===== src/rtl/drone_dock_responder.sv =====
// Building-side responder for the drone delivery controller: takes delivery
// orders, models the shaft position, raises recipient calls and retires drops.
module drone_dock_responder #(
    parameter int TRAVEL_CYC = 4,
    parameter int CALL_DLY   = 2
) (
    input  logic       clk,
    input  logic       rst,
    input  logic       order_valid,
    input  logic [1:0] order_floor,
    output logic       order_ready,
    input  logic [1:0] Motor,
    input  logic [1:0] Drop,
    output logic [1:0] Floor,
    output logic [1:0] FS,
    output logic [1:0] Call,
    output logic [7:0] done_cnt,
    output logic       fault
);

    localparam int POS_MAX = 2 * TRAVEL_CYC;
    localparam int POS_W   = $clog2(POS_MAX + 1);
    localparam int DW_W    = (CALL_DLY > 1) ? $clog2(CALL_DLY) : 1;

    localparam logic [POS_W-1:0] POS_TOP  = POS_W'(POS_MAX);
    localparam logic [POS_W-1:0] POS_FL1  = POS_W'(TRAVEL_CYC);
    localparam logic [DW_W-1:0]  DW_LAST  = DW_W'(CALL_DLY - 1);

    typedef enum logic [1:0] {
        IDLE  = 2'd0,
        ISSUE = 2'd1,
        WAIT  = 2'd2
    } state_t;

    state_t            state_reg, state_next;
    logic [1:0]        pend_reg, pend_next;
    logic [1:0]        call_reg, call_next;
    logic [POS_W-1:0]  pos_reg, pos_next;
    logic [DW_W-1:0]   dwell_reg, dwell_next;
    logic [7:0]        done_reg, done_next;
    logic              fault_reg, fault_next;

    logic              motor_fault;
    logic              accept;
    logic              at_pending;
    logic              dwell_hit;
    logic [1:0]        fs_dec;
    logic [1:0]        drop_ok;
    logic [1:0]        drop_bad;

    // All outputs are decoded from registers only.
    assign fs_dec      = {pos_reg == POS_TOP, pos_reg == POS_FL1};
    assign FS          = fs_dec;
    assign order_ready = (state_reg == IDLE);
    assign Floor       = (state_reg == ISSUE) ? pend_reg : 2'b00;
    assign Call        = call_reg;
    assign done_cnt    = done_reg;
    assign fault       = fault_reg;

    assign accept = order_valid && (order_floor != 2'b00);

    always_comb begin
        pos_next    = pos_reg;
        motor_fault = 1'b0;
        case (Motor)
            2'b01: begin
                if (pos_reg < POS_TOP) pos_next = pos_reg + 1'b1;
                else                   motor_fault = 1'b1;
            end
            2'b10: begin
                if (pos_reg != '0) pos_next = pos_reg - 1'b1;
                else               motor_fault = 1'b1;
            end
            2'b11:   motor_fault = 1'b1;
            default: pos_next = pos_reg;
        endcase
    end

    // FS is one-hot, so a single dwell counter serves both floors.
    assign at_pending = (|(fs_dec & pend_reg & ~call_reg)) && (Motor == 2'b00);
    assign dwell_hit  = at_pending && (dwell_reg == DW_LAST);

    always_comb begin
        dwell_next = '0;
        if (at_pending && !dwell_hit) dwell_next = dwell_reg + 1'b1;
    end

    generate
        for (genvar gi = 0; gi < 2; gi++) begin : g_floor
            assign drop_ok[gi]  = Drop[gi] & call_reg[gi];
            assign drop_bad[gi] = Drop[gi] & ~call_reg[gi];
            // Drop retires the call; leaving the floor withdraws it but keeps pend.
            assign call_next[gi] = drop_ok[gi]  ? 1'b0 :
                                   !fs_dec[gi]  ? 1'b0 :
                                   (dwell_hit && pend_reg[gi]) ? 1'b1 :
                                   call_reg[gi];
        end
    endgenerate

    assign done_next  = done_reg + {7'd0, drop_ok[0]} + {7'd0, drop_ok[1]};
    assign fault_next = fault_reg | motor_fault | (|drop_bad);

    always_comb begin
        state_next = state_reg;
        pend_next  = pend_reg & ~drop_ok;
        case (state_reg)
            IDLE: begin
                if (accept) begin
                    pend_next  = order_floor;
                    state_next = ISSUE;
                end
            end
            ISSUE: state_next = WAIT;
            WAIT: begin
                if (pend_reg == 2'b00 && pos_reg == '0) state_next = IDLE;
            end
            default: state_next = IDLE;
        endcase
    end

    always_ff @(posedge clk) begin
        if (rst) begin
            state_reg <= IDLE;
            pend_reg  <= 2'b00;
        end else begin
            state_reg <= state_next;
            pend_reg  <= pend_next;
        end
    end

    always_ff @(posedge clk) begin
        if (rst) begin
            call_reg  <= 2'b00;
            pos_reg   <= '0;
            dwell_reg <= '0;
            done_reg  <= 8'd0;
            fault_reg <= 1'b0;
        end else begin
            call_reg  <= call_next;
            pos_reg   <= pos_next;
            dwell_reg <= dwell_next;
            done_reg  <= done_next;
            fault_reg <= fault_next;
        end
    end

endmodule


===== config.mk =====
export PLATFORM = sky130hd
export DESIGN_NAME = drone_dock_responder
export DESIGN_NICKNAME = d
export VERILOG_FILES = /design/src/rtl/drone_dock_responder.sv
export SDC_FILE = /design/constraint.sdc
export NUM_CORES = 1
export LEC_CHECK = 0
export CAP_MARGIN = 15
export CORE_MARGIN = 1.5
export CORE_UTILIZATION = 30
export CTS_BUF_LIST = sky130_fd_sc_hd__clkbuf_2 sky130_fd_sc_hd__clkbuf_4 sky130_fd_sc_hd__clkbuf_8
export CTS_CLUSTER_DIAMETER = 100
export DETAILED_ROUTE_END_ITERATION = 10
export GPL_TIMING_DRIVEN = 0
export PLACE_DENSITY = 0.56
export SLEW_MARGIN = 10
export SYNTH_ARGS = -nofsm -noshare
export SYNTH_HDL_FRONTEND = slang
export SYNTH_SLANG_ARGS = --single-unit

===== constraint.sdc =====
create_clock -name clk -period 2.65 [get_ports clk]
set_clock_uncertainty 0.15 [all_clocks]
set_input_delay 0.3975 -clock clk [delete_from_list [all_inputs] [get_ports clk]]
set_output_delay 0.3975 -clock clk [all_outputs]
set_load 0.1 [all_outputs]

==> summary.md, run 1 <==
| Metric | Value |
|---|---|
| GRT Residual Overflow | 0 |
| Die height | 62.2 um |
| Setup TNS after final layout | 0 ns |
| Overall via count from detail_route | 931 |
| Sequential-to-total area share from yosys stat | 0.381 |
| Portion of total power attributed to combinational logic | 0.236 |
| DRC violation count after routing | 0 |
| PwrDens | 548 mW/mm2 |
| Delay of the slowest critical-path stage | 0.89 ns |
| Ys Warns | 0 |
| Overall power consumption | 0.777 mW |
| Run status | finished, final reports clean |
| Die extent in x | 62.2 um |
| Final WL | 2290 um |
| Category of the worst setup path capture point | output pin |
| Clock transition time at the flip-flop clock pins of the worst setup and hold paths | 0.12 ns |
| Launching element type of the critical path | register |
| Standard cell area after detailed placement | 0.00136 mm2 |
| Cell-internal power | 0.541 mW |
| Cell total after placement | 190 |
| Synth top area share | 0.381 |
| Mapped Nets | 134 |
| Slew HR | 0.351 |
| Number of pins exceeding their max-slew limit in the final report | 0 |
| Number of nets in the layout | 163 |
| Max_cap viols | 0 |
| Number of buffers created by CTS | 3 |
| Clock Tree Buf Depth | 2 |
| Via/cell ratio | 4.80 |
| Setup repair after global routing missed its margin | no |
| Synthesis-to-layout area growth | 35.2% |
| Worst endpoint data arrival time | 1.95 ns |
| Htree depth | 1 |
| Cell breakdown of the critical path | nor4b_4, dlygate4sd2_1 |
| Util after Layout | 0.425 |
| Number of antenna violations at the first check in global routing | 0 |
| CTS sink count | 20 |
| Placement Rows | 21 |
| Fmax achieved | 400 MHz |
| Maximum number of pins on one net before global-route repair | 13 |
| Post-route minimum period | 2.50 ns |
| Largest cells by area after synthesis | sky130_fd_sc_hd__dfxtp_1 38%, sky130_fd_sc_hd__nor2_1 6.1%, sky130_fd_sc_hd__inv_1 4.3%, sky130_fd_sc_hd__a21oi_1 3.8%, sky130_fd_sc_hd__fa_1 3.8% |
| Port bufs | 24 |
| Clock root buffer master | sky130_fd_sc_hd__clkbuf_4 |
| Insertion delay of the later-clocked pin in the worst-skew pair | 0.31 ns |
| Worst setup slack after layout | 0.149 ns |
| Initial Utilization | 0.315 |
| Pre-CTS setup slack | 0.0288 ns |
| Relative contribution of sequential cells to total power | 0.433 |
| Register bit count reported by yosys | 20 |
| Reported net switching power | 0.236 mW |
| Wire length per cell after detailed routing | 11.8 um |
| Number of global-route vias before repair | 914 |
| Distinct cell type count of the synthesized netlist | 36 |
| Kind of critical path | reg -> out |
| Kind of cell with the highest combined delay on the critical path | buffers and inverters |
| Number of diodes | 0 |
| Post-Syn Area per Cell | 8.75 um2 |
| Transition time at the pin with the least slew margin | 0.971 ns |
| GR Util All Layers | 0.130 |
| Portion of the clock cycle consumed by the worst path in the final layout | 0.944 |
| Number of flip-flops under the largest register name | 8 |
| Buffers plus inverters on the worst setup path | 1 |
| Area of the die | 0.00386 mm2 |
| Kind of path behind the tightest hold check | reg -> reg |
| Number of standard cells in the final layout excluding fillers | 194 |
| Final setup viols | 0 |
| Worst-path maximum fanout | 7 |
| Worst hold margin | 0.349 ns |
| Post-detail-place hpwl | 1820 um |
| Required time of the critical path | 2.10 ns |
| Share of power burned in the clock network | 0.330 |
| Number of top-level design ports | 25 |
| Drt first-iter violations | 31 |
| Final estimated routing congestion in global placement | 0.785 |
| Post-detailed-route count of antenna-violating nets | 0 |
| Leakage power | 0.548 nW |
| Number of search-and-repair iterations in the first detailed-routing pass | 4 |
| TritonCTS clock tree | built |
| Final design instance area without fill | 0.00142 mm2 |
| Gate Count Post-Synth | 120 |
| Core footprint | 0.00334 mm2 |
| Share of layout cells above drive strength 1 | 0.108 |
| Fraction of power spent switching nets | 0.304 |
| Worst VDD drop | 0.324 mV |
| Slowest stage cell on the critical path | sky130_fd_sc_hd__dlygate4sd2_1 |
| Biggest area consumer among synthesized cells | sky130_fd_sc_hd__dfxtp_1 |
| Post-synthesis instance area | 0.00105 mm2 |
| Final hold violations | 0 |
| First-pass GRT wire length | 4000 um |
| Count of hold buffers inserted by post-cts repair | 0 |
worst paths after layout:
check / from / endpoint / slack [ns] / cells after the start
hold / removal: dwell_reg$_SDFF_PP0_ / dwell_reg$_SDFF_PP0_ / 0.35 / 2
setup / recovery: pos_reg[0]$_SDFFE_PP0P_ / FS[0] / 0.15 / 2
hold reg to reg: dwell_reg$_SDFF_PP0_ / dwell_reg$_SDFF_PP0_ / 0.35 / 2
setup reg to reg: Call[0]$_SDFFE_PP0P_ / done_cnt[6]$_SDFF_PP0_ / 0.66 / 7
power groups by stage:
| stage | clock [mW] | sequential (mW) | combinational [mW] |
|---|---|---|---|
| 2_1_floorplan | 0 | 0.346 | 0.134 |
| 5_1_grt | 0.278 | 0.341 | 0.199 |
| 3_3_place_gp | 0 | 0.343 | 0.185 |
| 6_report | 0.257 | 0.337 | 0.184 |
| 3_5_place_dp | 0 | 0.344 | 0.188 |
| 4_1_cts | 0.266 | 0.337 | 0.187 |
timing repair:
action,CTS,global route
gates resized for setup,5,2
setup buffers,0,0
endpoints found under the setup margin,3,2
pin swaps,0,0
routing by layer:
layer | part of all wire | track usage | vias to the layer above | wire [um]
met5 | 0 | 0 | - | 0
met4 | 0.015 | 0.0500 | 0 | 34
met3 | 0.026 | 0.0380 | 4 | 60
met2 | 0.52 | 0.236 | 15 | 1180
met1 | 0.44 | 0.142 | 435 | 1010
li1 | - | - | 477 | -
area by class of cell:
class | instances | area, um2
Buffer | 2 | 15.0
Clock buffer | 3 | 22.5
Clock inverter | 1 | 30.0
Fill cell | 367 | 1920
Inverter | 12 | 45.0
Multi-Input combinational cell | 86 | 604
Sequential cell | 20 | 400
Tap cell | 46 | 57.6
Timing Repair Buffer | 24 | 244
logic make-up (layout without fill, tap and decap cells):
| logic type | count (synthesis) | in the layout | synth area share |
|---|---|---|---|
| mux | 3 | 3 | 0.0322 |
| xor+xnor | 4 | 4 | 0.0334 |
| fa+ha+maj | 5 | 5 | 0.0739 |
| simple gates | 49 | 49 | 0.249 |
| buf+inv | 14 | 42 | 0.0572 |
| flops | 20 | 20 | 0.381 |
| compound gates | 25 | 25 | 0.173 |
layout by cell type, fill, tap and decap left out, types with 2 or more instances in the layout:
master	n
sky130_fd_sc_hd__ha_1	3
sky130_fd_sc_hd__o211ai_1	2
sky130_fd_sc_hd__nand2_1	5
sky130_fd_sc_hd__clkbuf_4	3
sky130_fd_sc_hd__dlygate4sd2_1	2
sky130_fd_sc_hd__a21o_2	2
sky130_fd_sc_hd__fa_1	2
sky130_fd_sc_hd__xor2_1	3
sky130_fd_sc_hd__inv_1	12
sky130_fd_sc_hd__nor3_1	2
sky130_fd_sc_hd__nand3_1	5
sky130_fd_sc_hd__nor2_1	17
sky130_fd_sc_hd__or3_1	3
sky130_fd_sc_hd__or3b_2	2
sky130_fd_sc_hd__mux2_2	3
sky130_fd_sc_hd__nor2b_1	6
sky130_fd_sc_hd__a22oi_1	2
sky130_fd_sc_hd__dfxtp_1	20
sky130_fd_sc_hd__clkdlybuf4s50_1	19
sky130_fd_sc_hd__a21oi_1	8
sky130_fd_sc_hd__o21ai_0	4
sky130_fd_sc_hd__dlymetal6s2s_1	2
Yosys cell counts:
library cell	instances
sky130_fd_sc_hd__a22oi_1	2
sky130_fd_sc_hd__a21o_2	2
sky130_fd_sc_hd__xor2_1	3
sky130_fd_sc_hd__mux2_2	3
sky130_fd_sc_hd__o211ai_1	2
sky130_fd_sc_hd__a22oi_4	1
sky130_fd_sc_hd__inv_1	12
sky130_fd_sc_hd__xnor2_1	1
sky130_fd_sc_hd__clkbuf_1	1
sky130_fd_sc_hd__o21ai_0	4
sky130_fd_sc_hd__nor3_1	2
sky130_fd_sc_hd__nand4_1	1
sky130_fd_sc_hd__nand3b_1	1
sky130_fd_sc_hd__nand2_1	5
sky130_fd_sc_hd__a2111o_1	1
sky130_fd_sc_hd__a31oi_1	1
sky130_fd_sc_hd__ha_1	3
sky130_fd_sc_hd__nand2b_1	1
sky130_fd_sc_hd__or4_1	1
sky130_fd_sc_hd__a221oi_1	1
sky130_fd_sc_hd__nand3_1	5
sky130_fd_sc_hd__o2bb2ai_1	1
sky130_fd_sc_hd__and2_1	1
sky130_fd_sc_hd__a32oi_1	1
sky130_fd_sc_hd__o311ai_0	1
sky130_fd_sc_hd__nor2b_1	6
sky130_fd_sc_hd__or3b_2	2
sky130_fd_sc_hd__dfxtp_1	20
sky130_fd_sc_hd__or3_1	3
sky130_fd_sc_hd__nor2_1	17
sky130_fd_sc_hd__a21oi_1	8
sky130_fd_sc_hd__fa_1	2
sky130_fd_sc_hd__nor4b_1	2
sky130_fd_sc_hd__and2b_1	1
sky130_fd_sc_hd__buf_6	1
sky130_fd_sc_hd__or4_4	1
worst reg2reg max path, cell delays in order (launching register included):
cell,delay (ns)
sky130_fd_sc_hd__dfxtp_1,0.42
sky130_fd_sc_hd__nand2_1,0.14
sky130_fd_sc_hd__fa_1,0.43
sky130_fd_sc_hd__inv_1,0.07
sky130_fd_sc_hd__ha_1,0.19
sky130_fd_sc_hd__nand2_1,0.09
sky130_fd_sc_hd__or3_1,0.31
sky130_fd_sc_hd__a21oi_1,0.14
No activity file was read; power rests on OpenSTA's default activity.
==> run 2: changes to the inputs <==
--- a/config.mk
+++ b/config.mk
@@ -9,10 +9,9 @@
 export CORE_MARGIN = 1.5
 export CORE_UTILIZATION = 30
 export CTS_BUF_LIST = sky130_fd_sc_hd__clkbuf_2 sky130_fd_sc_hd__clkbuf_4 sky130_fd_sc_hd__clkbuf_8
-export CTS_CLUSTER_DIAMETER = 100
+export CTS_CLUSTER_DIAMETER = 30
 export DETAILED_ROUTE_END_ITERATION = 10
 export GPL_TIMING_DRIVEN = 0
-export PLACE_DENSITY = 0.56
 export SLEW_MARGIN = 10
 export SYNTH_ARGS = -nofsm -noshare
 export SYNTH_HDL_FRONTEND = slang
==> summary.md, run 2 (same netlist as run 1, synthesis figures left out) <==
| Metric | Value |
|---|---|
| Reported net switching power | 0.234 mW (-0.89%) |
| Portion of the clock cycle consumed by the worst path in the final layout | 0.946 (+0.00226) |
| TritonCTS clock tree | built |
| Number of flip-flops under the largest register name | 8 (unchanged) |
| Length in cells of the worst reg-to-reg path | 7 (unchanged) |
| GR Util All Layers | 0.123 (-0.00671) |
| Final design instance area without fill | 0.00142 mm2 (+0.26%) |
| Most frequent cells in the layout | 20 x sky130_fd_sc_hd__dfxtp_1, 19 x sky130_fd_sc_hd__clkdlybuf4s50_1, 17 x sky130_fd_sc_hd__nor2_1, 12 x sky130_fd_sc_hd__inv_1, 8 x sky130_fd_sc_hd__a21oi_1 |
| Htree depth | 1 (unchanged) |
| Relative contribution of sequential cells to total power | 0.434 (about the same) |
| Die height | 62.2 um (unchanged) |
| Footprint of the flip-flops and latches | 400 um2 (unchanged) |
| Final estimated routing congestion in global placement | 0.776 (-1.1%) |
| Hold Crit Depth | 2 (unchanged) |
| Combined area of the multi-input logic cells | 604 um2 (unchanged) |
| Final setup viols | 0 (unchanged) |
| Clock transition time at the flip-flop clock pins of the worst setup and hold paths | 0.11 ns (about the same) |
| Required time of the critical path | 2.10 ns (about the same) |
| Number of antenna violations at the first check in global routing | 0 (unchanged) |
| Slew HR | 0.341 (-0.0103) |
| Fmax achieved | 399 MHz (-0.24%) |
| Number of filler cells placed in the layout | 344 (-6.3%) |
| Post-route minimum period | 2.51 ns (+0.00599 ns) |
| Setup TNS after final layout | 0 ns (unchanged) |
| Share of layout cells above drive strength 1 | 0.108 (unchanged) |
| Final WL | 2280 um (-0.26%) |
| Worst endpoint data arrival time | 1.96 ns (about the same) |
| PwrDens | 545 mW/mm2 (-0.53%) |
| Kind of path behind the tightest hold check | reg -> reg |
| Wire length per cell after detailed routing | 11.8 um (-0.26%) |
| Setup repair after global routing missed its margin | no |
| Clock root buffer master | sky130_fd_sc_hd__clkbuf_4 |
| Number of diodes | 0 (unchanged) |
| Insertion delay of the later-clocked pin in the worst-skew pair | 0.31 ns (about the same) |
| Drt first-iter violations | 66 (+110%) |
| Fraction of power spent switching nets | 0.302 (-0.00191) |
| DRC violation count after routing | 0 (unchanged) |
| Number of buffers created by CTS | 3 (unchanged) |
| Number of pins exceeding their max-slew limit in the final report | 0 (unchanged) |
| Portion of total power attributed to combinational logic | 0.241 (+0.005) |
| Overall via count from detail_route | 942 (+1.2%) |
| Transition time at the pin with the least slew margin | 0.986 ns (+0.0154 ns) |
| First-pass GRT wire length | 3910 um (-2.4%) |
| Final hold violations | 0 (unchanged) |
| Maximum number of pins on one net before global-route repair | 13 (unchanged) |
| Standard cell area after detailed placement | 0.00136 mm2 (unchanged) |
| Cell-internal power | 0.541 mW (about the same) |
| Die extent in x | 62.2 um (unchanged) |
| Worst VDD drop | 0.369 mV (+14%) |
| Core footprint | 0.00334 mm2 (unchanged) |
| Number of search-and-repair iterations in the first detailed-routing pass | 4 (unchanged) |
| Port bufs | 24 (unchanged) |
| Launching element type of the critical path | register |
| GRT Residual Overflow | 0 (unchanged) |
| Leakage power | 0.562 nW (+2.5%) |
| Clock Tree Buf Depth | 2 (unchanged) |
| Postcts setup bufs | 0 (unchanged) |
| CTS sink count | 20 (unchanged) |
| Synthesis-to-layout area growth | 35.5% |
| Run status | finished, final reports clean |
| Area of the die | 0.00386 mm2 (unchanged) |
| Post-detail-place hpwl | 1800 um (-1.0%) |
| Post-detailed-route count of antenna-violating nets | 0 (unchanged) |
| Number of nets in the layout | 163 (unchanged) |
| Placement Rows | 21 (unchanged) |
| Via/cell ratio | 4.86 (+1.2%) |
| Category of the worst setup path capture point | output pin |
| Number of global-route vias before repair | 942 (+3.1%) |
| Initial Utilization | 0.315 (unchanged) |
| Leading cell type in the layout, fill and taps excluded | sky130_fd_sc_hd__dfxtp_1 |
| Share of power burned in the clock network | 0.325 (-0.005) |
| Worst-path maximum fanout | 7 (unchanged) |
| Kind of critical path | reg -> out |
| Number of top-level design ports | 25 (unchanged) |
| Max_cap viols | 0 (unchanged) |
run 2: metal layers:
layer  global-route usage  wire length (um)
met1                0.147              1060
met2                0.204              1070
met3               0.0399               109
met4               0.0528                38
met5                    0                 0
run 2: through the flow:
step / cells / util / hold WS (ns) / setup WS (ns) / power (mW)
5_1_grt: 194 / 0.426 / 0.377 / 0.0555 / 0.816
2_1_floorplan: 120 / - / 0.309 / 0.0414 / 0.480
4_1_cts: 194 / 0.424 / 0.348 / 0.00308 / 0.785
3_5_place_dp: 190 / 0.408 / 0.331 / 0.00993 / 0.532
6_report: 194 / 0.426 / 0.348 / 0.143 / 0.775
3_3_place_gp: 190 / 0.408 / 0.321 / 0.0332 / 0.527
run 2: path summary, 6_finish.rpt:
check	startpoint	to	slack [ns]
setup / recovery	pos_reg[0]$_SDFFE_PP0P_	FS[0]	0.14
hold / removal	dwell_reg$_SDFF_PP0_	dwell_reg$_SDFF_PP0_	0.35
setup reg to reg	Call[0]$_SDFFE_PP0P_	done_cnt[6]$_SDFF_PP0_	0.69
hold reg to reg	dwell_reg$_SDFF_PP0_	dwell_reg$_SDFF_PP0_	0.35
run 2: final cells by class:
| cell class | count | share of cell area |
|---|---|---|
| multi-input cells | 86 | 0.425 |
| well taps | 46 | 0.0405 |
| plain buffers | 2 | 0.0106 |
| inverters | 12 | 0.0317 |
| repair buffers | 24 | 0.174 |
| flip-flops and latches | 20 | 0.281 |
| clock inverters | 1 | 0.0211 |
| clock buffers | 3 | 0.0158 |
run 2: critical path, cell delays in order (launching register included):
cell and delay (ns):
sky130_fd_sc_hd__dfxtp_1 0.41, sky130_fd_sc_hd__nor4b_4 0.35, sky130_fd_sc_hd__dlygate4sd2_1 0.89
run 2: power by group through the flow:
| stage | logic (mW) | registers [mW] | clock network (mW) |
|---|---|---|---|
| floorplan | 0.134 | 0.346 | 0 |
| global placement | 0.185 | 0.342 | 0 |
| detailed placement | 0.189 | 0.343 | 0 |
| CTS | 0.188 | 0.336 | 0.260 |
| global route | 0.203 | 0.339 | 0.273 |
| finish | 0.187 | 0.336 | 0.252 |
run 2: repair_timing:
action                                  in CTS  in global routing
endpoints found under the setup margin       2                  3
resized for setup                            4                  3
hold buffers                                 0                  0
==> run 3: changes to the inputs <==
--- a/config.mk
+++ b/config.mk
@@ -8,11 +8,12 @@
 export CAP_MARGIN = 15
 export CORE_MARGIN = 1.5
 export CORE_UTILIZATION = 30
-export CTS_BUF_LIST = sky130_fd_sc_hd__clkbuf_2 sky130_fd_sc_hd__clkbuf_4 sky130_fd_sc_hd__clkbuf_8
+export CTS_BUF_LIST = sky130_fd_sc_hd__clkbuf_16
 export CTS_CLUSTER_DIAMETER = 30
 export DETAILED_ROUTE_END_ITERATION = 10
+export DONT_BUFFER_PORTS = 1
 export GPL_TIMING_DRIVEN = 0
-export SLEW_MARGIN = 10
+export SLEW_MARGIN = 25
 export SYNTH_ARGS = -nofsm -noshare
 export SYNTH_HDL_FRONTEND = slang
 export SYNTH_SLANG_ARGS = --single-unit
==> summary.md, run 3 (same netlist as run 1, synthesis figures left out) <==
| Metric | Value |
|---|---|
| Port bufs | 0 (-100%) |
| Portion of total power attributed to combinational logic | 0.172 (-0.069) |
| Number of search-and-repair iterations in the first detailed-routing pass | 4 (unchanged) |
| Area of the die | 0.00386 mm2 (unchanged) |
| Transition time at the pin with the least slew margin | 1.09 ns (+0.106 ns) |
| Maximum number of pins on one net before global-route repair | 13 (unchanged) |
| TritonCTS clock tree | built |
| Synthesis-to-layout area growth | 20.0% |
| Final estimated routing congestion in global placement | 0.769 (-0.90%) |
| Post-detail-place hpwl | 1690 um (-6.2%) |
| Number of pins exceeding their max-slew limit in the final report | 0 (unchanged) |
| Core footprint | 0.00334 mm2 (unchanged) |
| First-pass GRT wire length | 3740 um (-4.3%) |
| Standard cell area after detailed placement | 0.00115 mm2 (-16%) |
| Number of buffers created by CTS | 3 (unchanged) |
| PwrDens | 727 mW/mm2 (+33%) |
| Leading cell type in the layout, fill and taps excluded | sky130_fd_sc_hd__dfxtp_1 |
| Postcts setup bufs | 0 (unchanged) |
| Most frequent cells in the layout | 16 x sky130_fd_sc_hd__dfxtp_1, 14 x sky130_fd_sc_hd__nor2_1, 12 x sky130_fd_sc_hd__inv_1, 8 x sky130_fd_sc_hd__a21oi_1, 6 x sky130_fd_sc_hd__nor2b_1 |
| FF-to-FF setup slack | 0.29 ns (-0.40 ns) |
| Overall power consumption | 0.916 mW (+18%) |
| Initial Utilization | 0.315 (unchanged) |
| Post-detailed-route count of antenna-violating nets | 0 (unchanged) |
| Final setup viols | 0 (unchanged) |
| Category of the worst setup path capture point | output pin |
| Max_cap viols | 0 (unchanged) |
| Run status | finished, final reports clean |
| Global routing's busiest layer | met2 |
| Clock transition time at the flip-flop clock pins of the worst setup and hold paths | 0.06 ns (-0.05 ns) |
| Terminating pin of the worst hold path | pend_reg[1]$_SDFF_PP0_ |
| Slew HR | 0.271 (-0.0699) |
| Critical register-to-register path startpoint | Call[0]$_SDFFE_PP0P_ |
| Final WL | 2210 um (-3.0%) |
| Hold Crit Depth | 2 (unchanged) |
| Reported net switching power | 0.242 mW (+3.2%) |
| Die height | 62.2 um (unchanged) |
| Final hold violations | 0 (unchanged) |
| GR Util All Layers | 0.120 (-0.00278) |
| Final design instance area without fill | 0.00126 mm2 (-11%) |
| Post-route minimum period | 2.41 ns (-0.0933 ns) |
| Worst endpoint data arrival time | 1.87 ns (-0.09 ns) |
| Number of top-level design ports | 25 (unchanged) |
| DRC violation count after routing | 0 (unchanged) |
| Capture instance of the worst register-to-register path | done_cnt[5]$_SDFF_PP0_ |
| Clock root buffer master | sky130_fd_sc_hd__clkbuf_16 |
| Number of diodes | 0 (unchanged) |
| Fraction of power spent switching nets | 0.264 (-0.0383) |
| Overall via count from detail_route | 870 (-7.6%) |
| Number of flip-flops under the largest register name | 8 (unchanged) |
| Insertion delay of the later-clocked pin in the worst-skew pair | 0.25 ns (-0.06 ns) |
| Leakage power | 0.464 nW (-17%) |
| Launching element type of the critical path | register |
| Drt first-iter violations | 53 (-20%) |
| Setup repair after global routing missed its margin | no |
| Share of layout cells above drive strength 1 | 0.184 (+0.0759) |
| HP Start | order_floor[1] |
| Htree depth | 1 (unchanged) |
| CTS sink count | 20 (unchanged) |
| Met3 track demand over resource | 0.0471 (+0.00725) |
| Via/cell ratio | 5.09 (+4.8%) |
| Worst-path maximum fanout | 7 (unchanged) |
| Global routing met2 resource utilization | 0.197 (-0.00679) |
| Util after Layout | 0.378 (-0.0487) |
| Fraction of met1 tracks used by global routing | 0.148 (+0.000796) |
| Portion of the clock cycle consumed by the worst path in the final layout | 0.911 (-0.0352) |
| Placement Rows | 21 (unchanged) |
| Wire length per cell after detailed routing | 12.9 um (+10%) |
| Share of power burned in the clock network | 0.450 (+0.125) |
| Number of antenna violations at the first check in global routing | 0 (unchanged) |
| Number of global-route vias before repair | 797 (-15%) |
| Length in cells of the worst reg-to-reg path | 5 (-2) |
| Relative contribution of sequential cells to total power | 0.378 (-0.056) |
| GRT Residual Overflow | 0 (unchanged) |
| Cell-internal power | 0.675 mW (+25%) |
| Fmax achieved | 414 MHz (+3.9%) |
| Required time of the critical path | 2.10 ns (about the same) |
| Kind of path behind the tightest hold check | in -> reg |
| Die extent in x | 62.2 um (unchanged) |
| Worst hold margin | 0.140 ns (-0.208 ns) |
| Worst VDD drop | 0.522 mV (+41%) |
| Kind of critical path | reg -> out |
| Number of nets in the layout | 140 (-14%) |
| Number of filler cells placed in the layout | 342 (-0.58%) |
| Clock Tree Buf Depth | 2 (unchanged) |
-- run 3: routing by layer --
metal  vias up  part of all wire
met4         0             0.011
met5         -                 0
li1        432                 -
met3         4             0.071
met2        22              0.48
met1       412              0.44
-- run 3: power groups by stage --
stage	Combinational (mW)	Clock (mW)	Sequential, mW
floorplan	0.134	0	0.346
global placement	0.147	0	0.351
detailed placement	0.158	0	0.353
CTS	0.158	0.424	0.346
global route	0.172	0.435	0.348
finish	0.157	0.413	0.346
-- run 3: how the worst max path moves through the flow --
stage / start / end / slack (ns) / cells after the start
6_report: pos_reg[0]$_SDFFE_PP0P_ / FS[1] / 0.24 / 2
5_1_grt: pos_reg[0]$_SDFFE_PP0P_ / FS[1] / 0.15 / 2
3_5_place_dp: Call[0]$_SDFFE_PP0P_ / done_cnt[6]$_SDFF_PP0_ / -0.12 / 7
4_1_cts: pos_reg[0]$_SDFFE_PP0P_ / FS[1] / 0.22 / 2
2_1_floorplan: Call[0]$_SDFFE_PP0P_ / done_cnt[6]$_SDFF_PP0_ / 0.04 / 7
3_3_place_gp: Call[0]$_SDFFE_PP0P_ / done_cnt[6]$_SDFF_PP0_ / -0.1 / 7
-- run 3: through the flow --
stage,setup WS (ns),std cells,TNS (ns)
after floorplan,0.0414,120,0
after global routing,0.151,171,0
final,0.236,171,0
after CTS,0.222,171,0
after global placement,-0.0975,166,-0.269
after detailed placement,-0.122,167,-0.353
-- run 3: worst max-delay path, stage by stage, from the launching register on --
cell and delay [ns]:
sky130_fd_sc_hd__dfxtp_1 0.39, sky130_fd_sc_hd__nor3_1 0.38, sky130_fd_sc_hd__and2_1 0.84
-- run 3: layout make-up --
class | instances | area, um2 | area share
timing repair buffer | 1 | 15.0 | 0.0119
inverter | 12 | 45.0 | 0.0357
sequential | 20 | 405 | 0.322
clock inverter | 1 | 30.0 | 0.0238
clock buffer | 3 | 75.1 | 0.0596
multi-input combinational | 86 | 617 | 0.490
tap | 46 | 57.6 | 0.0457
buffer | 2 | 15.0 | 0.0119
-- run 3: timing repair --
item / in CTS / in global routing
resized for setup: 3 / 0
hold buffers: 0 / 0
setup endpoints to repair: 3 / 0
